**config.mk**
```make
export PLATFORM = sky130hd
export DESIGN_NAME = fp32_div_iter
export DESIGN_NICKNAME = d
export VERILOG_FILES = /design/src/rtl/fp32_div_iter.sv
export SDC_FILE = /design/constraint.sdc
export NUM_CORES = 1
export LEC_CHECK = 0
export CELL_PAD_IN_SITES_DETAIL_PLACEMENT = 2
export CELL_PAD_IN_SITES_GLOBAL_PLACEMENT = 2
export CORE_ASPECT_RATIO = 0.75
export CORE_UTILIZATION = 31
export DETAILED_ROUTE_END_ITERATION = 12
export GPL_TIMING_DRIVEN = 0
export PLACE_DENSITY = 0.72
export SLEW_MARGIN = 10
export SYNTH_ARGS = -nofsm -noshare
export SYNTH_HDL_FRONTEND = slang
export SYNTH_SLANG_ARGS = --single-unit
```
**constraint.sdc**
```tcl
create_clock -name clk -period 4.85 [get_ports clk]
set_clock_uncertainty 0.2 [all_clocks]
set_input_delay 0.97 -clock clk [delete_from_list [all_inputs] [get_ports clk]]
set_output_delay 0.97 -clock clk [all_outputs]
set_load 0.005 [all_outputs]
```
**src/rtl/fp32_div_iter.sv**
```systemverilog
// IEEE-754 binary32 divider: radix-2 restoring mantissa division, 26-cycle fixed latency.
// No denormals (flushed to zero), truncation rounding, one operation in flight.
module fp32_div_iter (
  input  logic        clk,
  input  logic        reset,
  input  logic        start,
  input  logic [31:0] dataa,
  input  logic [31:0] datab,
  output logic        busy,
  output logic        done,
  output logic [31:0] result
);

  localparam logic [1:0] IDLE = 2'd0;
  localparam logic [1:0] DIV  = 2'd1;
  localparam logic [1:0] NORM = 2'd2;

  localparam logic [1:0] SP_NONE = 2'd0;
  localparam logic [1:0] SP_NAN  = 2'd1;
  localparam logic [1:0] SP_ZERO = 2'd2;
  localparam logic [1:0] SP_INF  = 2'd3;

  logic [1:0]  state;
  logic [4:0]  cnt;
  logic [24:0] rem;
  logic [23:0] dvs;
  logic [24:0] q;
  logic        sign;
  logic [7:0]  exp_a;
  logic [7:0]  exp_b;
  logic [1:0]  special;

  logic [1:0]        special_in;
  logic              rem_ge;
  logic [24:0]       rem_sel;
  logic [22:0]       mant_n;
  logic signed [9:0] exp_n;
  logic [31:0]       result_n;

  assign busy = (state != IDLE);

  // Operand classification; exp==0 counts as zero whatever the mantissa holds.
  // NOTE: every combinational output gets a default first so no latch is inferred.
  always_comb begin
    special_in = SP_NONE;
    if (dataa[30:23] == 8'hFF || datab[30:23] == 8'hFF ||
        (dataa[30:23] == 8'h00 && datab[30:23] == 8'h00))
      special_in = SP_NAN;
    else if (dataa[30:23] == 8'h00)
      special_in = SP_ZERO;
    else if (datab[30:23] == 8'h00)
      special_in = SP_INF;
  end

  // Restoring step: the remainder stays below the divisor, so the shift never overflows.
  assign rem_ge  = (rem >= {1'b0, dvs});
  assign rem_sel = rem_ge ? (rem - {1'b0, dvs}) : rem;

  always_comb begin
    mant_n   = q[24] ? q[23:1] : q[22:0];
    exp_n    = $signed({2'b00, exp_a}) - $signed({2'b00, exp_b}) +
               (q[24] ? 10'sd127 : 10'sd126);
    result_n = 32'h0000_0000;
    case (special)
      SP_NAN:  result_n = 32'h7FC0_0000;
      SP_ZERO: result_n = 32'h0000_0000;
      SP_INF:  result_n = {sign, 8'hFF, 23'b0};
      default: begin
        if (exp_n >= 10'sd255)
          result_n = {sign, 8'hFF, 23'b0};
        else if (exp_n <= 10'sd0)
          result_n = 32'h0000_0000;
        else
          result_n = {sign, exp_n[7:0], mant_n};
      end
    endcase
  end

  // NOTE: sequential state uses non-blocking assignments so every register samples pre-edge values.
  // NOTE: datapath registers are reset too, so an aborted operation leaves no stale operands behind.
  always_ff @(posedge clk or posedge reset) begin
    if (reset) begin
      state   <= IDLE;
      cnt     <= 5'd0;
      rem     <= 25'd0;
      dvs     <= 24'd0;
      q       <= 25'd0;
      sign    <= 1'b0;
      exp_a   <= 8'd0;
      exp_b   <= 8'd0;
      special <= SP_NONE;
      done    <= 1'b0;
      result  <= 32'h0000_0000;
    end else begin
      done <= 1'b0;
      case (state)
        IDLE: begin
          if (start) begin
            sign    <= dataa[31] ^ datab[31];
            exp_a   <= dataa[30:23];
            exp_b   <= datab[30:23];
            special <= special_in;
            rem     <= {2'b01, dataa[22:0]};
            dvs     <= {1'b1, datab[22:0]};
            q       <= 25'd0;
            cnt     <= 5'd0;
            state   <= DIV;
          end
        end
        DIV: begin
          q   <= {q[23:0], rem_ge};
          rem <= rem_sel << 1;
          cnt <= cnt + 5'd1;
          if (cnt == 5'd24)
            state <= NORM;
        end
        NORM: begin
          result <= result_n;
          done   <= 1'b1;
          state  <= IDLE;
        end
        default: state <= IDLE;
      endcase
    end
  end

endmodule

```
==> key figures, run 1 <==
Run status
  • Outcome: completed

Run
  • Max_cap viols: 0

Worst hold path
  • Worst Hold Class: flip-flop to flip-flop

GRT
  • Initial antenna violation count: 0
  • First-pass GRT wire length: 44080 um
  • Final global-route overflow total: 0
  • Number of global-route vias before repair: 7831
  • Global-route usage over all layers: 21.35%
  • Pin count of the biggest net entering global routing: 68

Power
  • Clock share of power: 15.4%
  • NetSw: 4.062 mW
  • Pwr Density: 828.1 mW/mm^2
  • Int Power: 4.268 mW
  • Combinational fraction of design power: 62.3%
  • Switch share: 48.76%
  • Peak VDD IR: 0.2964 mV
  • Sequential fraction of design power: 22.2%
  • Leakage: 4.250 nW
  • Total power: 8.330 mW

Place
  • GP Congestion: 0.8059
  • Number of port buffers: 100
  • Hpwl dp: 19830 um
  • Post-DP Area: 0.009495 sq mm

Worst setup path
  • Worst Setup End Kind: flip-flop
  • Top Family by Delay on Critical Path: compound AO/OA/AOI/OAI gates
  • Worst EP arrival: 3.94 ns
  • CP Max Fanout: 10
  • WP data required: 4.96 ns
  • Crit start category: flip-flop
  • Critical Path Max Stage Delay: 0.57 ns
  • Ordered cell list for the critical path: ha_1 -> nand4_1 -> or2_2 -> o211ai_1 -> a31o_2 -> a21o_1 -> buf_2 -> buf_1 -> nand3_1 -> o311a_1
  • Buf/Inv on CP: 2
  • Crit path max-delay cell type: o211ai_1
  • WS Path Type: flip-flop to flip-flop

Clocking
  • Hold_buf cts: 0
  • Setup Fix Bufs, Post-CTS: 0
  • CTS H-tree depth: 4
  • CTS sink cnt: 133
  • Number of buffers created by CTS: 17
  • CTS tree: yes
  • PostCTS Resize Cnt: 0
  • CTS root buf: clkbuf_16
  • Clock transition at path regs: 0.07 ns
  • Clk_lat worst skew: 0.44 ns
  • Clock buffer depth: 2

Timing
  • Worst-margin pin slew: 0.8804 ns
  • Slew Limit Headroom: 40.38%
  • Final Hold Viols: 0
  • Slew Limit Fails: 0
  • Final setup violation count: 0
  • Fin Hold WS: 0.2729 ns
  • Achievable Freq: 261.2 MHz
  • Tmin final: 3.828 ns
  • Tcrit/Tclk final: 78.94%
  • RSZ-0062 raised after global routing: no

Drt
  • Initial drt markers: 372
  • Vias: 7199
  • DRC Markers: 0
  • Wire length per cell: 19.52 um
  • Vias per Instance: 5.228
  • DRT Pass-1 Iters: 4
  • Final wirelength: 26880 um
  • Post-route ant nets: 0

Yosys
  • Mean Syn Cell Area: 8.870 sq um
  • Top_reg_cell synth: dfrtp_1
  • Synth Register Bits: 133
  • Sequential area share after synthesis: 41.41%
  • Yosys warnings: 0
  • Synth Instances: 906
  • Post-synth top area share: 41.41%
  • Syn Nets: 1011
  • Post-synth ARST share: 100.0%
  • Synth cell count leaders: nand2_1 (199), dfrtp_1 (133), o21ai_0 (84)
  • Ranking of synthesized cells by area: dfrtp_1 (41%), nand2_1 (9.3%), ha_1 (5.6%), o21ai_0 (5.2%), mux2i_1 (4.4%)
  • Mapped Area: 0.008036 sq mm
  • Largest area contributor in the netlist: dfrtp_1
  • Most numerous cell in the Yosys netlist: nand2_1
  • Post-synth EDFFs: 0
  • Distinct cells, synth: 80

Floorplan
  • Die area: 0.02658 sq mm
  • Die height: 141.4 um
  • Chip width: 187.9 um
  • Total core area: 0.02521 sq mm
  • Initial core utilization: 31.88%
  • Row count: 50
  • I/O pins: 101

Layout
  • Nets@finish: 1131
  • FILL cells: 2769
  • Syn-to-layout area delta: 25.17%
  • Diode count: 0
  • Post-route cell area: 0.01006 sq mm
  • Fraction of layout cells with a size suffix above 1: 8.181%
worst paths after layout:
| check | start | endpoint | slack, ns | cells past startpoint |
|---|---|---|---|---|
| max in group asynchronous | reset | rem[8] | 2.92 | 3 |
| min in group asynchronous | reset | done | 0.80 | 2 |
| setup / recovery | rem[16] | rem[8] | 1.02 | 10 |
| setup reg to reg | rem[16] | rem[8] | 1.02 | 10 |
| hold / removal | dvs[23] | dvs[23] | 0.27 | 2 |
| hold reg to reg | dvs[23] | dvs[23] | 0.27 | 2 |
layout make-up:
type,instances,area (sq um),area share [%]
repair buffers,101,1028,10.22
well taps,338,422.9,4.204
flip-flops and latches,133,3328,33.08
clock inverters,13,121.4,1.206
multi-input cells,674,4292,42.66
inverters,50,195.2,1.940
clock buffers,19,442.9,4.403
plain buffers,49,229.0,2.276
routing by layer:
layer  GRT usage [%]  share of wire [%]  vias up
met5               0                  0        -
met3           3.562                3.7       22
met2           34.33                 46      119
met4           5.049                1.0        0
li1                -                  -     3430
met1           29.94                 49     3628
power by group through the flow:
stage	Sequential, mW	Combinational (mW)	Clock (mW)
floorplan	1.76	3.79	0
global placement	1.85	4.96	0
detailed placement	1.87	5.16	0
CTS	1.86	5.23	1.32
global route	1.91	5.78	1.36
finish	1.85	5.19	1.29
layout by cell type (no fill, tap or decap), drive strengths merged, types with 4 or more instances in the layout:
| master | count |
|---|---|
| nand2b | 6 |
| clkdlybuf4s50 | 100 |
| ha | 36 |
| o211ai | 5 |
| o21a | 8 |
| a21oi | 43 |
| a21o | 11 |
| nor3 | 10 |
| xor2 | 10 |
| and3 | 15 |
| clkbuf | 50 |
| nand4 | 9 |
| dfrtp | 133 |
| a31oi | 6 |
| o21ai | 104 |
| nand3 | 23 |
| nor4 | 8 |
| inv | 55 |
| buf | 19 |
| nor2 | 37 |
| clkinvlp | 4 |
| o31ai | 10 |
| mux2i | 35 |
| a211oi | 4 |
| nor2b | 6 |
| a221o | 8 |
| o311ai | 4 |
| xnor2 | 17 |
| nand2 | 199 |
| a311oi | 4 |
state kept, by name (all words and copies together), names as in the netlist:
signal / count
dvs: 24
state: 2
exp_b: 8
sign: 1
exp_a: 8
done: 1
special: 2
cnt: 5
rem: 25
q: 25
result: 32
worst reg2reg max path, cell delays in order, from the launching register on:
cell and delay [ns]:
dfrtp_1 0.45, ha_1 0.45, nand4_1 0.14, or2_2 0.32, o211ai_1 0.58, a31o_2 0.31, a21o_1 0.12, buf_2 0.26
buf_1 0.56, nand3_1 0.17, o311a_1 0.15
through the flow:
step	worst slack (ns)	std cells	utilization, %	TNS, ns
detailed placement	1.051	1345	37.66	0
global route	0.8164	1377	39.90	0
global placement	-2.228	1344	37.52	-294.82
finish	1.022	1377	39.90	0
CTS	0.9832	1377	39.90	0
floorplan	0.1256	906	-	0
kinds of logic (layout without fill, tap and decap cells):
kind of cell,after synthesis,after routing,share of synthesized area (%)
xor+xnor,28,28,3.410
buf+inv,99,232,5.184
flops,133,133,41.41
fa+ha+maj,38,38,6.103
simple gates,335,335,18.79
mux,36,36,4.499
compound gates,237,237,20.60
No activity file was read; power rests on OpenSTA's default activity.
==> run 2: changes to the inputs <==
==> constraint.sdc (replaced) <==
create_clock -name clk -period 3.44 [get_ports clk]
set_clock_uncertainty 0.2 [all_clocks]
set_input_delay 0.688 -clock clk [delete_from_list [all_inputs] [get_ports clk]]
set_output_delay 0.688 -clock clk [all_outputs]
set_load 0.005 [all_outputs]
==> key figures, run 2 (synthesis results as in run 1) <==
Worst setup path
  • Reg2reg start: exp_a[5]
  • CP Max Fanout: 10 (unchanged)
  • Critical Path Start: exp_a[5]
  • Crit start category: flip-flop
  • WS Path Type: flip-flop to flip-flop
  • Worst Setup End Kind: flip-flop
  • WP data required: 3.55 ns (-1.41 ns)
  • Worst EP arrival: 3.51 ns (-0.43 ns)

Floorplan
  • Chip width: 187.9 um (unchanged)
  • Die area: 0.02658 sq mm (unchanged)
  • Die height: 141.4 um (unchanged)
  • Initial core utilization: 31.88% (unchanged)
  • I/O pins: 101 (unchanged)
  • Total core area: 0.02521 sq mm (unchanged)
  • Row count: 50 (unchanged)

Run
  • Max_cap viols: 0 (unchanged)

Drt
  • Max layer used: met4
  • WL met3: 860 um (-13%)
  • Vias: 7246 (+0.65%)
  • Final wirelength: 27550 um (+2.5%)
  • Initial drt markers: 320 (-14%)
  • Post-route ant nets: 0 (unchanged)
  • DRC Markers: 0 (unchanged)
  • Met1 WL: 13540 um (+2.6%)
  • Vias per Instance: 5.228 (about the same)
  • Met2 WL: 12860 um (+3.5%)
  • DRT Pass-1 Iters: 4 (unchanged)
  • Wire length per cell: 19.88 um (+1.8%)

GRT
  • Pin count of the biggest net entering global routing: 34 (-50%)
  • Initial antenna violation count: 0 (unchanged)
  • First-pass GRT wire length: 44110 um (about the same)
  • Global-route usage over all layers: 21.37% (+0.025 points)
  • Number of global-route vias before repair: 7887 (+0.72%)
  • Final global-route overflow total: 0 (unchanged)

Place
  • Number of port buffers: 100 (unchanged)
  • GP Congestion: 0.7976 (-1.0%)
  • Post-DP Area: 0.009544 sq mm (+0.51%)
  • Hpwl dp: 20170 um (+1.7%)

Timing
  • Tcrit/Tclk final: 98.82% (+20 points)
  • Final setup violation count: 0 (unchanged)
  • Fin Hold WS: 0.2654 ns (-0.007467 ns)
  • Slew Limit Fails: 0 (unchanged)
  • RSZ-0062 raised after global routing: yes
  • Final Hold Viols: 0 (unchanged)
  • Worst-margin pin slew: 0.7651 ns (-0.1153 ns)
  • Achievable Freq: 294.2 MHz (+13%)
  • Tmin final: 3.399 ns (-0.4291 ns)
  • Setup_tns: 0 ns (unchanged)
  • Slew Limit Headroom: 48.99% (+8.6 points)

Clocking
  • CTS tree: yes
  • Number of buffers created by CTS: 17 (unchanged)
  • Clock buffer depth: 2 (unchanged)
  • CTS sink cnt: 133 (unchanged)
  • CTS H-tree depth: 4 (unchanged)
  • Clock transition at path regs: 0.07 ns (about the same)
  • Clk_lat worst skew: 0.43 ns (about the same)
  • CTS root buf: clkbuf_16

Power
  • Leakage: 4.343 nW (+2.2%)
  • Pwr Density: 1205 mW/mm^2 (+46%)
  • Peak VDD IR: 0.4158 mV (+40%)

Run status
  • Outcome: completed

Layout
  • Diode count: 0 (unchanged)
  • Commonest non-fill, non-tap cells in the layout: nand2_1 (199), dfrtp_1 (133), clkdlybuf4s50_1 (100)
  • Biggest register: result
  • Commonest non-fill, non-tap cell in the layout: nand2_1
  • Nets@finish: 1143 (+1.1%)
  • Biggest regs: result x32, q x25, rem x25
  • Max reg flops: 32 (unchanged)
  • Finished Core Util: 41.06% (+1.2 points)
  • Post-route cell area: 0.01035 sq mm (+2.9%)
  • Syn-to-layout area delta: 28.80%
  • Fraction of layout cells with a size suffix above 1: 10.69% (+2.5 points)

Worst hold path
  • Min-delay src: dvs[23]
  • Worst Hold Class: flip-flop to flip-flop
-- run 2: final timing paths --
kind	end	slack, ns	cells past startpoint
max in group asynchronous	result[7]	1.59	5
min in group asynchronous	exp_a[2]	0.45	2
worst min register to register	dvs[23]	0.27	2
worst min-delay path	dvs[23]	0.27	2
worst max-delay path	result[23]	0.04	10
worst max register to register	result[23]	0.04	10
-- run 2: power by group --
group          switching, mW  internal [mW]  total [mW]
clock                  0.732           1.07        1.81
combinational           4.82           3.22        8.04
sequential             0.451           2.18        2.63
total                   6.01           6.47        12.5
-- run 2: cell type report --
cell class	count	area [sq um]
buffer	49	235.2
clock buffer	21	450.4
clock inverter	8	105.1
fill	2786	14860
inverter	50	191.4
multi-input combinational	674	4469
sequential	133	3328
tap	338	422.9
timing repair buffer	113	1149
-- run 2: worst max-delay path: stages, from the launching register on --
cell and delay (ns):
dfrtp_1 0.39, ha_1 0.31, buf_6 0.15, a2111oi_4 0.35
nand2_1 0.14, o22a_4 0.30, or4_4 0.54, o221a_4 0.25
a21boi_4 0.15, buf_4 0.17, a221o_2 0.32
-- run 2: stage by stage --
stage,instances,setup WS [ns],power [mW]
final,1386,0.04072,12.48
after global placement,1344,-0.5502,9.625
after CTS,1382,0.04521,12.15
after detailed placement,1348,-0.2583,9.899
after global routing,1386,-0.02348,13.46
after floorplan,906,0.2037,7.821
-- run 2: timing repair --
action                     4_1_cts  5_1_grt
hold buffers                     0        0
setup buffers                    5        4
setup endpoints to repair       50       48
pin swaps                        6        7
gates resized for setup         14       19
-- run 2: metal layers --
layer  up-vias  global-route usage [%]
li1       3444                       -
met1      3667                   29.76
met4         0                   4.835
met3        20                   3.636
met5         -                       0
met2       115                   34.68
==> run 3: changes to the inputs <==
--- a/config.mk
+++ b/config.mk
@@ -8,7 +8,9 @@
 export CELL_PAD_IN_SITES_DETAIL_PLACEMENT = 2
 export CELL_PAD_IN_SITES_GLOBAL_PLACEMENT = 2
 export CORE_ASPECT_RATIO = 0.75
+export CORE_MARGIN = 10
 export CORE_UTILIZATION = 31
+export CTS_CLUSTER_DIAMETER = 40
 export DETAILED_ROUTE_END_ITERATION = 12
 export GPL_TIMING_DRIVEN = 0
 export PLACE_DENSITY = 0.72
==> key figures, run 3 (synthesis results as in run 1) <==
Floorplan
  • Row count: 50 (unchanged)
  • Die area: 0.03283 sq mm (+24%)
  • Chip width: 205.9 um (+9.6%)
  • Initial core utilization: 31.88% (unchanged)
  • I/O pins: 101 (unchanged)
  • Total core area: 0.02521 sq mm (unchanged)
  • Die height: 159.4 um (+13%)

Power
  • Clock share of power: 14.3% (-0.2 points)
  • Pwr Density: 1227 mW/mm^2 (+1.8%)
  • Total power: 12.99 mW (+4.1%)
  • Int Power: 6.747 mW (+4.3%)
  • NetSw: 6.242 mW (+3.9%)
  • Switch share: 48.06% (-0.076 points)
  • Leakage: 4.442 nW (+2.3%)
  • Combinational fraction of design power: 65.5% (+1.0 points)
  • Sequential fraction of design power: 20.2% (-0.9 points)
  • Peak VDD IR: 0.4398 mV (+5.8%)

Layout
  • FILL cells: 2740 (-1.7%)
  • Fraction of layout cells with a size suffix above 1: 12.52% (+1.8 points)
  • Diode count: 0 (unchanged)
  • Commonest non-fill, non-tap cell in the layout: nand2_1
  • Max reg flops: 32 (unchanged)
  • Biggest register: result
  • Syn-to-layout area delta: 31.71%
  • Non-Filler Instances: 1400 (+1.0%)
  • Post-route cell area: 0.01059 sq mm (+2.3%)
  • Finished Core Util: 41.99% (+0.93 points)
  • Sequential cell area: 0.003328 sq mm (unchanged)
  • Nets@finish: 1154 (+0.96%)
  • Multi-input logic area: 0.004542 sq mm (+1.6%)
  • Commonest non-fill, non-tap cells in the layout: nand2_1 (199), dfrtp_1 (133), clkdlybuf4s50_1 (100)
  • Biggest regs: result x32, q x25, rem x25

Place
  • Post-DP Area: 0.009544 sq mm (unchanged)
  • Worst slack at placement: -0.2559 ns (+0.002454 ns)
  • Hpwl dp: 20620 um (+2.3%)
  • Number of port buffers: 100 (unchanged)
  • DP Cell Count: 1348 (unchanged)
  • GP Congestion: 0.8016 (+0.50%)

GRT
  • Number of global-route vias before repair: 8031 (+1.8%)
  • Pin count of the biggest net entering global routing: 37 (+8.8%)
  • Initial antenna violation count: 0 (unchanged)
  • Global-route usage over all layers: 17.28% (-4.1 points)
  • First-pass GRT wire length: 45260 um (+2.6%)
  • Final global-route overflow total: 0 (unchanged)

Worst setup path
  • Crit path max-delay cell type: fa_2
  • Critical Path Max Stage Delay: 0.55 ns (about the same)
  • Top Family by Delay on Critical Path: adder cells
  • Buf/Inv on CP: 2 (unchanged)
  • Number of cells on the critical path: 12 (+2)
  • Worst EP arrival: 3.51 ns (about the same)
  • Ordered cell list for the critical path: ha_4 -> fa_2 -> ha_1 -> and2_1 -> xnor3_1 -> or3_4 -> a21oi_4 -> o31ai_4 -> o2111ai_4 -> buf_12 -> clkbuf_16 -> o21ai_2
  • Worst Setup End Kind: flip-flop
  • Worst reg2reg setup slack: 0.06 ns (about the same)
  • WS Path Type: flip-flop to flip-flop
  • Reg2Reg Depth: 12 (+2)
  • CP Max Fanout: 6 (-4)
  • Crit start category: flip-flop
  • WP data required: 3.56 ns (about the same)
  • Reg2reg start: exp_b[0]
  • Capture point of the worst reg-to-reg path: result[18]

Clocking
  • Hold_buf cts: 0 (unchanged)
  • CTS tree: yes
  • Clock buffer depth: 2 (unchanged)
  • CTS sink cnt: 133 (unchanged)
  • Clock transition at path regs: 0.06 ns (about the same)
  • CTS H-tree depth: 4 (unchanged)
  • Number of buffers created by CTS: 17 (unchanged)
  • CTS root buf: clkbuf_16
  • Clk_lat worst skew: 0.44 ns (about the same)

Timing
  • Final Hold Viols: 0 (unchanged)
  • Worst-margin pin slew: 0.8182 ns (+0.05306 ns)
  • Tmin final: 3.385 ns (-0.01446 ns)
  • Fin Hold WS: 0.2586 ns (-0.006783 ns)
  • Tcrit/Tclk final: 98.40% (-0.42 points)
  • Final worst slack: 0.05518 ns (+0.01446 ns)
  • Slew Limit Headroom: 45.45% (-3.5 points)
  • Achievable Freq: 295.4 MHz (+0.43%)
  • Final setup violation count: 0 (unchanged)
  • Slew Limit Fails: 0 (unchanged)
  • Setup_tns: 0 ns (unchanged)

Run status
  • Outcome: completed

Drt
  • Vias per Instance: 5.205 (-0.44%)
  • Initial drt markers: 305 (-4.7%)
  • Post-route ant nets: 0 (unchanged)
  • DRT Pass-1 Iters: 4 (unchanged)
  • Final wirelength: 29170 um (+5.9%)
  • Vias: 7287 (+0.57%)
  • DRC Markers: 0 (unchanged)
  • Wire length per cell: 20.83 um (+4.8%)

Run
  • Max_cap viols: 0 (unchanged)

Worst hold path
  • Worst Hold End: dvs[23]
  • Min-delay src: dvs[23]
  • Hold Path Cell Cnt: 2 (unchanged)
  • Worst Hold Class: flip-flop to flip-flop
-- run 3: cell count changes in the layout (fill, tap and decap cells not counted), moves of 2 or more --
cell	delta
inv_6	+3
clkbuf_16	+2
buf_4	+8
clkbuf_1	-3
clkinv_2	+2
-- run 3: power by group through the flow --
stage               registers [mW]  clock network [mW]  logic (mW)
floorplan                     2.48                   0        5.34
global placement              2.61                   0        6.99
detailed placement            2.64                   0        7.22
CTS                           2.61                1.89        7.60
global route                  2.71                1.97        9.42
finish                        2.63                1.85        8.51
-- run 3: cell type report --
| class | count | share of cell area, % |
|---|---|---|
| plain buffers | 48 | 2.187 |
| clock buffers | 18 | 4.054 |
| clock inverters | 14 | 1.418 |
| inverters | 50 | 1.809 |
| multi-input cells | 674 | 42.91 |
| flip-flops and latches | 133 | 31.44 |
| well taps | 338 | 3.995 |
| repair buffers | 125 | 12.19 |
-- run 3: how the worst max path moves through the flow --
stage / startpoint / endpoint / slack, ns
finish: exp_b[0] / result[18] / 0.06
global route: exp_a[2] / result[18] / -0.06
CTS: rem[10] / rem[10] / 0.03
detailed placement: rem[16] / rem[8] / -0.26
global placement: reset / result[9] / -0.60
floorplan: exp_b[0] / result[10] / 0.20
-- run 3: tightest hold or removal path: stages (launching register included) --
cell and delay, ns:
dfrtp_1 0.33, inv_1 0.05, nand2_1 0.05
-- run 3: timing repair --
action | 4_1_cts | 5_1_grt
setup buffers | 4 | 15
setup endpoints to repair | 49 | 49
pin swaps | 5 | 16
cloned | 0 | 2
gates resized for setup | 14 | 33
endpoints found under the hold margin | 0 | 0
-- run 3: metal layers --
layer | global-route usage [%] | vias up | wire length [um]
met5 | 0 | - | 0
met4 | 4.005 | 0 | 294
met3 | 3.188 | 22 | 982
met2 | 27.57 | 98 | 13990
met1 | 23.56 | 3703 | 13910
li1 | - | 3464 | -
